$ cat src/rtl/meas_seq_ctrl_pkg.sv
// Shared definitions for the measurement-chain sequencer: state encoding,
// counter width and the default per-phase timeout.
package meas_seq_ctrl_pkg;

    localparam int CNT_W = 8;
    localparam logic [CNT_W-1:0] CNT_ONE      = 8'd1;
    localparam logic [CNT_W-1:0] TO_TICKS_DEF = 8'd200;

    localparam logic [2:0] S_IDLE  = 3'd0;
    localparam logic [2:0] S_MEAS  = 3'd1;
    localparam logic [2:0] S_CONV1 = 3'd2;
    localparam logic [2:0] S_CONV2 = 3'd3;
    localparam logic [2:0] S_DONE  = 3'd4;
    localparam logic [2:0] S_ERR   = 3'd5;

    typedef enum logic [2:0] {
        ST_IDLE  = S_IDLE,
        ST_MEAS  = S_MEAS,
        ST_CONV1 = S_CONV1,
        ST_CONV2 = S_CONV2,
        ST_DONE  = S_DONE,
        ST_ERR   = S_ERR
    } state_e;

endpackage

$ cat src/rtl/meas_seq_ctrl_timer.sv
// Tick counter: counts ce pulses, flags hit on the ce that reaches limit-1 and
// wraps to 0. clear holds it at 0. hit does not depend on clear so the FSM may
// derive clear from its own next state without a combinational loop.
module seq_tick_timer
    import meas_seq_ctrl_pkg::*;
(
    input  logic             clk,
    input  logic             rst,
    input  logic             clear_i,
    input  logic             ce_i,
    input  logic [CNT_W-1:0] limit_i,
    output logic             hit_o
);

    logic [CNT_W-1:0] cnt_q;
    logic [CNT_W-1:0] cnt_d;
    logic [CNT_W-1:0] last;

    assign last  = limit_i - CNT_ONE;
    assign hit_o = ce_i && (cnt_q == last);

    always_comb begin
        cnt_d = cnt_q;
        if (clear_i) begin
            cnt_d = '0;
        end else if (ce_i) begin
            cnt_d = hit_o ? '0 : cnt_q + CNT_ONE;
        end
    end

    always_ff @(posedge clk) begin
        if (rst) begin
            cnt_q <= '0;
        end else begin
            cnt_q <= cnt_d;
        end
    end

endmodule

$ cat src/rtl/meas_seq_ctrl.sv
// Sequencer for measurement core -> (BIN16->DEC4 || fraction) -> BIN32->DEC8,
// with manual/auto start, one queued request, per-phase timeout and a result strobe.
module meas_seq_ctrl
    import meas_seq_ctrl_pkg::*;
#(
    parameter logic [CNT_W-1:0] TO_TICKS = TO_TICKS_DEF
)
(
    input  logic             clk,
    input  logic             rst,
    input  logic             ce10ms,
    input  logic             btn_st,
    input  logic             auto_en,
    input  logic [CNT_W-1:0] period,
    output logic             st_mes,
    input  logic             ok_mes,
    output logic             st_q,
    input  logic             ok_q,
    output logic             st_f,
    input  logic             ok_f,
    output logic             st_fd,
    input  logic             ok_fd,
    output logic             res_stb,
    output logic             busy,
    output logic             err_to,
    output logic             pend,
    output logic [CNT_W-1:0] n_done
);

    state_e           state_q, state_d;
    logic             fq_q, fq_d, ff_q, ff_d;
    logic             pend_q, pend_d;
    logic             err_q, err_d;
    logic [CNT_W-1:0] ndone_q, ndone_d;
    logic             st_mes_q, st_mes_d;
    logic             st_qf_q, st_qf_d;
    logic             st_fd_q, st_fd_d;
    logic             res_q, res_d;
    logic             busy_q, busy_d;

    logic auto_run, auto_hit, auto_tick;
    logic waiting_q, phase_clear, to_hit, req_ext;

    assign auto_run  = auto_en && (period != '0);
    assign auto_tick = auto_hit && auto_run;

    seq_tick_timer u_auto_tmr (
        .clk     (clk),
        .rst     (rst),
        .clear_i (!auto_run),
        .ce_i    (ce10ms),
        .limit_i (period),
        .hit_o   (auto_hit)
    );

    // The phase timer restarts on every state change, so each wait phase gets its own budget.
    assign waiting_q   = (state_q == ST_MEAS) || (state_q == ST_CONV1) || (state_q == ST_CONV2);
    assign phase_clear = !waiting_q || (state_d != state_q);

    seq_tick_timer u_phase_tmr (
        .clk     (clk),
        .rst     (rst),
        .clear_i (phase_clear),
        .ce_i    (ce10ms),
        .limit_i (TO_TICKS),
        .hit_o   (to_hit)
    );

    assign req_ext = btn_st || auto_tick;

    always_comb begin
        state_d  = state_q;
        fq_d     = fq_q;
        ff_d     = ff_q;
        pend_d   = pend_q;
        err_d    = err_q;
        ndone_d  = ndone_q;
        st_mes_d = 1'b0;
        st_qf_d  = 1'b0;
        st_fd_d  = 1'b0;
        res_d    = 1'b0;

        case (state_q)
            ST_IDLE: begin
                if (req_ext || pend_q) begin
                    state_d  = ST_MEAS;
                    st_mes_d = 1'b1;
                    pend_d   = pend_q && req_ext;
                    err_d    = 1'b0;
                end
            end
            ST_MEAS: begin
                if (ok_mes) begin
                    state_d = ST_CONV1;
                    st_qf_d = 1'b1;
                end else if (to_hit) begin
                    state_d = ST_ERR;
                end
            end
            ST_CONV1: begin
                fq_d = fq_q || ok_q;
                ff_d = ff_q || ok_f;
                if (fq_d && ff_d) begin
                    state_d = ST_CONV2;
                    st_fd_d = 1'b1;
                    fq_d    = 1'b0;
                    ff_d    = 1'b0;
                end else if (to_hit && !ok_q && !ok_f) begin
                    state_d = ST_ERR;
                    fq_d    = 1'b0;
                    ff_d    = 1'b0;
                end
            end
            ST_CONV2: begin
                if (ok_fd) begin
                    state_d = ST_DONE;
                    res_d   = 1'b1;
                    ndone_d = ndone_q + CNT_ONE;
                end else if (to_hit) begin
                    state_d = ST_ERR;
                end
            end
            ST_DONE:  state_d = ST_IDLE;
            ST_ERR:   state_d = ST_IDLE;
            default:  state_d = ST_IDLE;
        endcase

        // Requests arriving while a sequence runs collapse into one pending start.
        if ((state_q != ST_IDLE) && req_ext) begin
            pend_d = 1'b1;
        end
        if (state_d == ST_ERR) begin
            err_d = 1'b1;
        end
        busy_d = (state_d != ST_IDLE);
    end

    always_ff @(posedge clk) begin
        if (rst) begin
            state_q  <= ST_IDLE;
            fq_q     <= 1'b0;
            ff_q     <= 1'b0;
            pend_q   <= 1'b0;
            err_q    <= 1'b0;
            ndone_q  <= '0;
            st_mes_q <= 1'b0;
            st_qf_q  <= 1'b0;
            st_fd_q  <= 1'b0;
            res_q    <= 1'b0;
            busy_q   <= 1'b0;
        end else begin
            state_q  <= state_d;
            fq_q     <= fq_d;
            ff_q     <= ff_d;
            pend_q   <= pend_d;
            err_q    <= err_d;
            ndone_q  <= ndone_d;
            st_mes_q <= st_mes_d;
            st_qf_q  <= st_qf_d;
            st_fd_q  <= st_fd_d;
            res_q    <= res_d;
            busy_q   <= busy_d;
        end
    end

    assign st_mes  = st_mes_q;
    assign st_q    = st_qf_q;
    assign st_f    = st_qf_q;
    assign st_fd   = st_fd_q;
    assign res_stb = res_q;
    assign busy    = busy_q;
    assign err_to  = err_q;
    assign pend    = pend_q;
    assign n_done  = ndone_q;

endmodule

$ cat config.mk
export PLATFORM = sky130hd
export DESIGN_NAME = meas_seq_ctrl
export DESIGN_NICKNAME = d
export VERILOG_FILES = /design/src/rtl/meas_seq_ctrl_pkg.sv /design/src/rtl/meas_seq_ctrl_timer.sv /design/src/rtl/meas_seq_ctrl.sv
export SDC_FILE = /design/constraint.sdc
export NUM_CORES = 1
export LEC_CHECK = 0
export CAP_MARGIN = 20
export CORE_ASPECT_RATIO = 0.5
export CORE_UTILIZATION = 55
export DETAILED_ROUTE_END_ITERATION = 8
export PLACE_DENSITY = 0.87
export SLEW_MARGIN = 20
export SYNTH_ARGS = -nofsm -noshare
export SYNTH_HDL_FRONTEND = slang
export SYNTH_SLANG_ARGS = --single-unit
$ cat constraint.sdc
create_clock -name clk -period 5.2 [get_ports clk]
set_clock_uncertainty 0.1 [all_clocks]
set_input_delay 1.56 -clock clk [delete_from_list [all_inputs] [get_ports clk]]
set_output_delay 1.56 -clock clk [all_outputs]
set_load 0.05 [all_outputs]
## Yosys cells after proc, flatten, opt, wreduce, memory -nomap -nowiden

Cells that the tools add are included.

- Register bits after elaboration: 36
- Bits in latches: 0
- Bits in writable memories: 0
- Bits in read-only memories: 0
- Output and inout port bits: 16
- Memories kept: 0

- Add/sub/neg operators: 4
- $mul: 0
- Div/mod/pow operators: 0
- Order comparisons: 0
- Eq/ne operators: 7
- Shifts and indexed selects: 0
- Mux-type cells: 23
- Bitwise operators: 5
- Reductions and logical operators: 36

Operator list:

| kind | number |
|---|---|
| adder 8 x 1 -> 8 bit (second input constant) | 3 |
| two-way mux 3 bit | 6 |
| two-way mux 8 bit | 2 |
| two-way mux 1 bit | 14 |
| one-hot mux 3 bit (4 select lines) | 1 |
| OR reduction 2 bit | 6 |
| logical AND 1 bit | 9 |
| == test 8 bit | 1 |
| == test 8 bit (second input constant) | 1 |
| nonzero test 2 bit | 4 |
| nonzero test 8 bit | 1 |
| subtractor 8 x 1 -> 8 bit (second input constant) | 1 |
| logical OR 1 bit | 7 |
| == test 3 x 2 -> 1 bit (second input constant) | 2 |
| AND reduction 2 bit | 3 |
| nonzero test 3 bit | 2 |
| NOT 1 bit | 5 |
| == test 3 x 1 -> 1 bit (second input constant) | 1 |
| == test 3 bit (second input constant) | 1 |
| zero test 1 bit | 3 |
| zero test 3 bit | 1 |
| != test 3 bit | 1 |

## Logic depth before layout (Yosys ltp)

- Depth after elaboration: 11
- Mapped depth: 9
- Depth with buffers taken out: 8

## Hierarchy

From an unflattened synthesis, not the netlist that was laid out.

- Cell total of the unflattened synthesis: 252
- Area, all modules: 2,190.9 um^2

By module, submodules not included:

| module | times used | cells an instance | area each (um^2) |
|---|---|---|---|
| seq_tick_timer | 2 | 72 | 621.8 |
| meas_seq_ctrl | 1 | 108 | 947.2 |

## Worst setup path after synthesis

OpenSTA, ideal clock, no wires.

- Path type: input-to-reg
- Start point: in period[0]
- End point: reg u_auto_tmr.cnt_q[1]
- Setup time: 133 ps
- Arrival time: 3,155 ps
- Slack: 1,812 ps
- Stages: 9
- Path buffers: 1
- Cells stage by stage: inv_1 > ha_1 > xnor2_1 > xnor2_1 > or3b_4 > nor4_2 > buf_4 > a2bb2oi_1 > nor3_1

- Cells in the longest elaborated chain, start to end: 4

RTL lines:

| item | RTL line | text |
|---|---|---|
| from (decl) | meas_seq_ctrl.sv:14 | `input logic [CNT_W-1:0] period,` |
| subtractor 8 x 1 -> 8 bit / nonzero test 8 bit (equally long branches) | meas_seq_ctrl_timer.sv:19, meas_seq_ctrl.sv:44 |  |
| == test 8 bit / logical AND 1 bit (equally long branches) | meas_seq_ctrl_timer.sv:20, meas_seq_ctrl.sv:44 |  |
| logical AND 1 bit / NOT 1 bit (equally long branches) | - |  |
| two-way mux 8 bit / OR reduction 2 bit (equally long branches) | - |  |
| to (signal assigned) | meas_seq_ctrl_timer.sv:35 | `cnt_q <= cnt_d;` |
| to (decl) | meas_seq_ctrl_timer.sv:15 | `logic [CNT_W-1:0] cnt_q;` |

Parallel ways exist; a longest one is shown, timed or not.
A chain may end at the register's enable or synchronous reset.

## Final worst setup path

- Start point: in period[0]
- End point: reg busy_q, in the netlist busy

- Cells in the longest elaborated chain, start to end: 9

RTL lines:

| item | RTL line | text |
|---|---|---|
| subtractor 8 x 1 -> 8 bit | meas_seq_ctrl_timer.sv:19 | `assign last = limit_i - CNT_ONE;` |
| == test 8 bit | meas_seq_ctrl_timer.sv:20 | `assign hit_o = ce_i && (cnt_q == last);` |
| logical AND 1 bit | meas_seq_ctrl_timer.sv:20 |  |
| logical AND 1 bit (*) | meas_seq_ctrl.sv:45 | `assign auto_tick = auto_hit && auto_run;` |
| logical OR 1 bit (*) | meas_seq_ctrl.sv:69 | `assign req_ext = btn_st \|\| auto_tick;` |
| logical OR 1 bit (*) | meas_seq_ctrl.sv:85 | `if (req_ext \|\| pend_q) begin` |
| two-way mux 3 bit (*) | meas_seq_ctrl.sv:85 |  |
| one-hot mux 3 bit (4 select lines) (*) | meas_seq_ctrl.sv:83 | `case (state_q)` |
| nonzero test 3 bit (*) | meas_seq_ctrl.sv:135 | `busy_d = (state_d != ST_IDLE);` |
| to (signal assigned) | meas_seq_ctrl.sv:162 | `busy_q <= busy_d;` |
| to (decl) | meas_seq_ctrl.sv:39 | `logic busy_q, busy_d;` |

Mark *: on every way between the ends. The rest lies on a longest branch, timed or not.

==> metrics.md <==
| Metric | Value |
|---|---|
| Post-route setup slack | `between 1 and 1.5 ns` |
| Nets@finish | `about 280` |
| WL/cell | `14.2 um` |
| Syn-to-layout area delta | `23.4%` |
| Worst r2r dst | `u_phase_tmr.cnt_q[0]$_SDFFE_PP0P_` |
| Area contributors post-synth | `dfxtp_1 38%, xor2_1 7.4%, nor2_1 6.5%` |
| Vias per inst | `5.82` |
| Outcome | `complete, no violations` |
| Reg2reg path depth | `7` |
| Clock sink count | `36` |
| Die span in x | `approximately 85 um` |
| Pins Over Slew Limit | `0` |
| Post-synth top area share | `0.380` |
| Setup slack, reg-to-reg | `around 2.9 ns` |
| DR iter-0 viols | `90` |
| Number of global-route vias before repair | `1596` |
| Leakage | `0.000814 uW` |
| Port Buffers | `32` |
| Post-Synthesis Cells | `between 200 and 250` |
| Residual DRC | `0` |
| H-tree depth | `2` |
| Cell variety after synth | `between 40 and 50` |
| Design area | `around 2300 sq um` |
| Max-slew headroom | `0.281` |
| Gr ovfl total | `0` |
| Count of flip-flops with a built-in enable after synthesis | `0` |
| Fin Setup TNS | `0 ns` |
| # hold bufs at CTS | `0` |
| Std cell rows | `14` |
| Most common cell in the synthesized netlist | `dfxtp_1` |
| Via Count | `between 1500 and 2000` |
| Required @ worst endpoint | `5.23 ns` |
| Place WS | `~0.96 ns` |
| First-pass GRT wire length | `roughly 7000 um` |
| Worst Hold Class | `reg2reg` |
| Post-CTS Setup Bufs | `0` |
| Max-cap violations | `0` |
| CTS tree | `yes` |
| Initial Util | `0.605` |
| Worst Setup End Kind | `flop` |
| Tcrit/Tclk final | `0.754` |
| Type of origin of the critical path | `primary input` |
| Mapped cell area | `around 1900 sq um` |
| Clock-pin slew on the worst setup and hold paths | `0.07 ns` |
| Pwr Total | `596 uW` |
| Resized cells post-CTS | `0` |
| Die height | `~44 um` |
| CTS root buf | `clkbuf_8` |
| Main flop type after synthesis | `dfxtp_1` |
| GRT Resource Usage Total | `0.244` |
| ANT nets after route | `0` |
| Num CTS Buffers | `5` |
| Minimum clock period | `between 3 and 4 ns` |
| Min-delay src | `n_done[1]$_SDFFE_PP0P_` |
| Layout cells sized above 1 | `0.0751` |
| Least-Margin Pin Slew | `between 1 and 1.5 ns` |
| GPL Wtd Cong | `0.829` |
| Antenna violations before repair | `0` |
| Synth Area per Inst | `between 8 and 9 sq um` |
| Final setup fails | `0` |
| Warnings from Yosys | `0` |
| Syn nets | `between 200 and 250` |
| Most instantiated cells after synthesis | `36 x dfxtp_1, 33 x nor2_1, 17 x nand2_1, 16 x xor2_1, 14 x xnor2_1` |
| Post-synth top area cell | `dfxtp_1` |
| Seq cells post-synth | `36` |
| Hold path depth | `2` |
| RSZ-0062 raised after global routing | `no` |
| Post-Route Utilization | `0.746` |
| CP Class | `in2reg` |
| Largest net degree at the start of global routing | `31` |
| # IOs | `33` |
| F_max | `255 MHz` |
| Placed instance area | `about 2200 sq um` |
| Inserted Diodes | `0` |
| Worst VDD drop | `0.000151 V` |
| Final Hold Fails | `0` |
| Hold Path End | `n_done[1]$_SDFFE_PP0P_` |
| Clk_lat worst skew | `0.29 ns` |
| Pre-antenna DRT Iters | `4` |
| Arrival time worst endpoint | `roughly 4.0 ns` |
| Part of the Yosys area used for sequential elements | `0.380` |
| Crit-path max FO | `11` |
| Detailed-placement wirelength estimate | `2990 um` |
| Worst setup path start | `period[0]` |
| FFs w/ async S/R, synth | `0` |
| Die footprint | `approximately 3700 sq um` |
| Core Region | `roughly 3100 sq um` |
| FF-to-FF Start | `u_phase_tmr.cnt_q[0]$_SDFFE_PP0P_` |
| Pwr/cell area | `255 nW/um^2` |
| DRT Wirelength | `about 4200 um` |
| Clock buffer depth | `2` |
power breakdown:
part	internal [uW]	total, uW	switching, uW
Clock	118	214	95.6
Sequential	282	289	6.63
Combinational	37.5	93.3	55.8
cell usage in the layout, fill, tap and decap left out, types with 2 or more instances in the layout:
cell type and instances:
dfxtp_1 36, inv_1 6, ha_1 5, a21oi_1 9, nand2_1 17, nor2b_1 3
buf_4 2, a211oi_1 2, xnor2_1 14, o211ai_1 2, nand2b_1 5, and3_1 3
nand3_1 10, or3_1 3, nor4_1 8, nor3_1 8, nor2_1 33, nor3b_1 2
o21ai_0 2, clkdlybuf4s50_1 32, xor2_1 16, nand4_1 6, clkbuf_8 7, nor4_2 2
routing by layer:
metal | wire (um) | vias to the layer above | part of all wire | track usage
li1 | - | 840 | - | -
met1 | 1840 | 802 | 0.44 | 0.266
met2 | 2070 | 53 | 0.50 | 0.461
met3 | 194 | 11 | 0.046 | 0.0724
met4 | 74 | 0 | 0.018 | 0.0915
met5 | 0 | - | 0 | 0
final cells by class:
cell class | instances | area (sq um)
clock buffer | 7 | 96.3
fill | 229 | 796
sequential | 36 | 721
inverter | 6 | 22.5
tap | 40 | 50.0
timing repair buffer | 34 | 335
multi-input combinational | 170 | 1110
flip-flops by register name, summed over array words and instances (netlist names):
name               cells
u_phase_tmr.cnt_q      8
n_done                 8
pend                   1
ff_q                   1
st_fd                  1
u_auto_tmr.cnt_q       8
state_q                3
err_to                 1
busy                   1
fq_q                   1
res_stb                1
st_f                   1
st_mes                 1
how the worst max path moves through the flow:
stage                                                   to  slack, ns
after floorplan           u_auto_tmr.cnt_q[1]$_SDFFE_PP0P_       1.81
after global placement                     busy$_SDFF_PP0_       1.08
after detailed placement                   busy$_SDFF_PP0_       0.96
after CTS                                  busy$_SDFF_PP0_       1.27
after global routing                       busy$_SDFF_PP0_       1.09
final                                      busy$_SDFF_PP0_       1.28
per-stage QoR:
stage / std cells / hold slack (ns)
final: 293 / 0.404
after global routing: 293 / 0.436
after CTS: 293 / 0.405
after detailed placement: 286 / 0.395
after global placement: 286 / 0.378
after floorplan: 220 / 0.372
kinds of logic (layout without fill, tap and decap cells):
logic type               after synthesis  count (layout)  synth area share
adder cells (fa/ha/maj)                5               5            0.0330
AND/OR/NAND/NOR                      105             105             0.290
AO/OA/AOI/OAI                         28              28             0.112
buffers and inverters                 14              47            0.0323
XOR/XNOR                              31              31             0.147
multiplexers                           1               1           0.00528
flip-flops                            36              36             0.380
critical path, cell delays in order:
cell             delay, ns
clkdlybuf4s50_1       0.55
inv_1                 0.09
ha_1                  0.25
xnor2_1               0.20
xnor2_1               0.14
or3b_4                0.17
nor4_2                0.05
buf_4                 0.18
a2111oi_1             0.60
a31oi_1               0.16
Note: power is estimated with default switching activity, not from simulation.
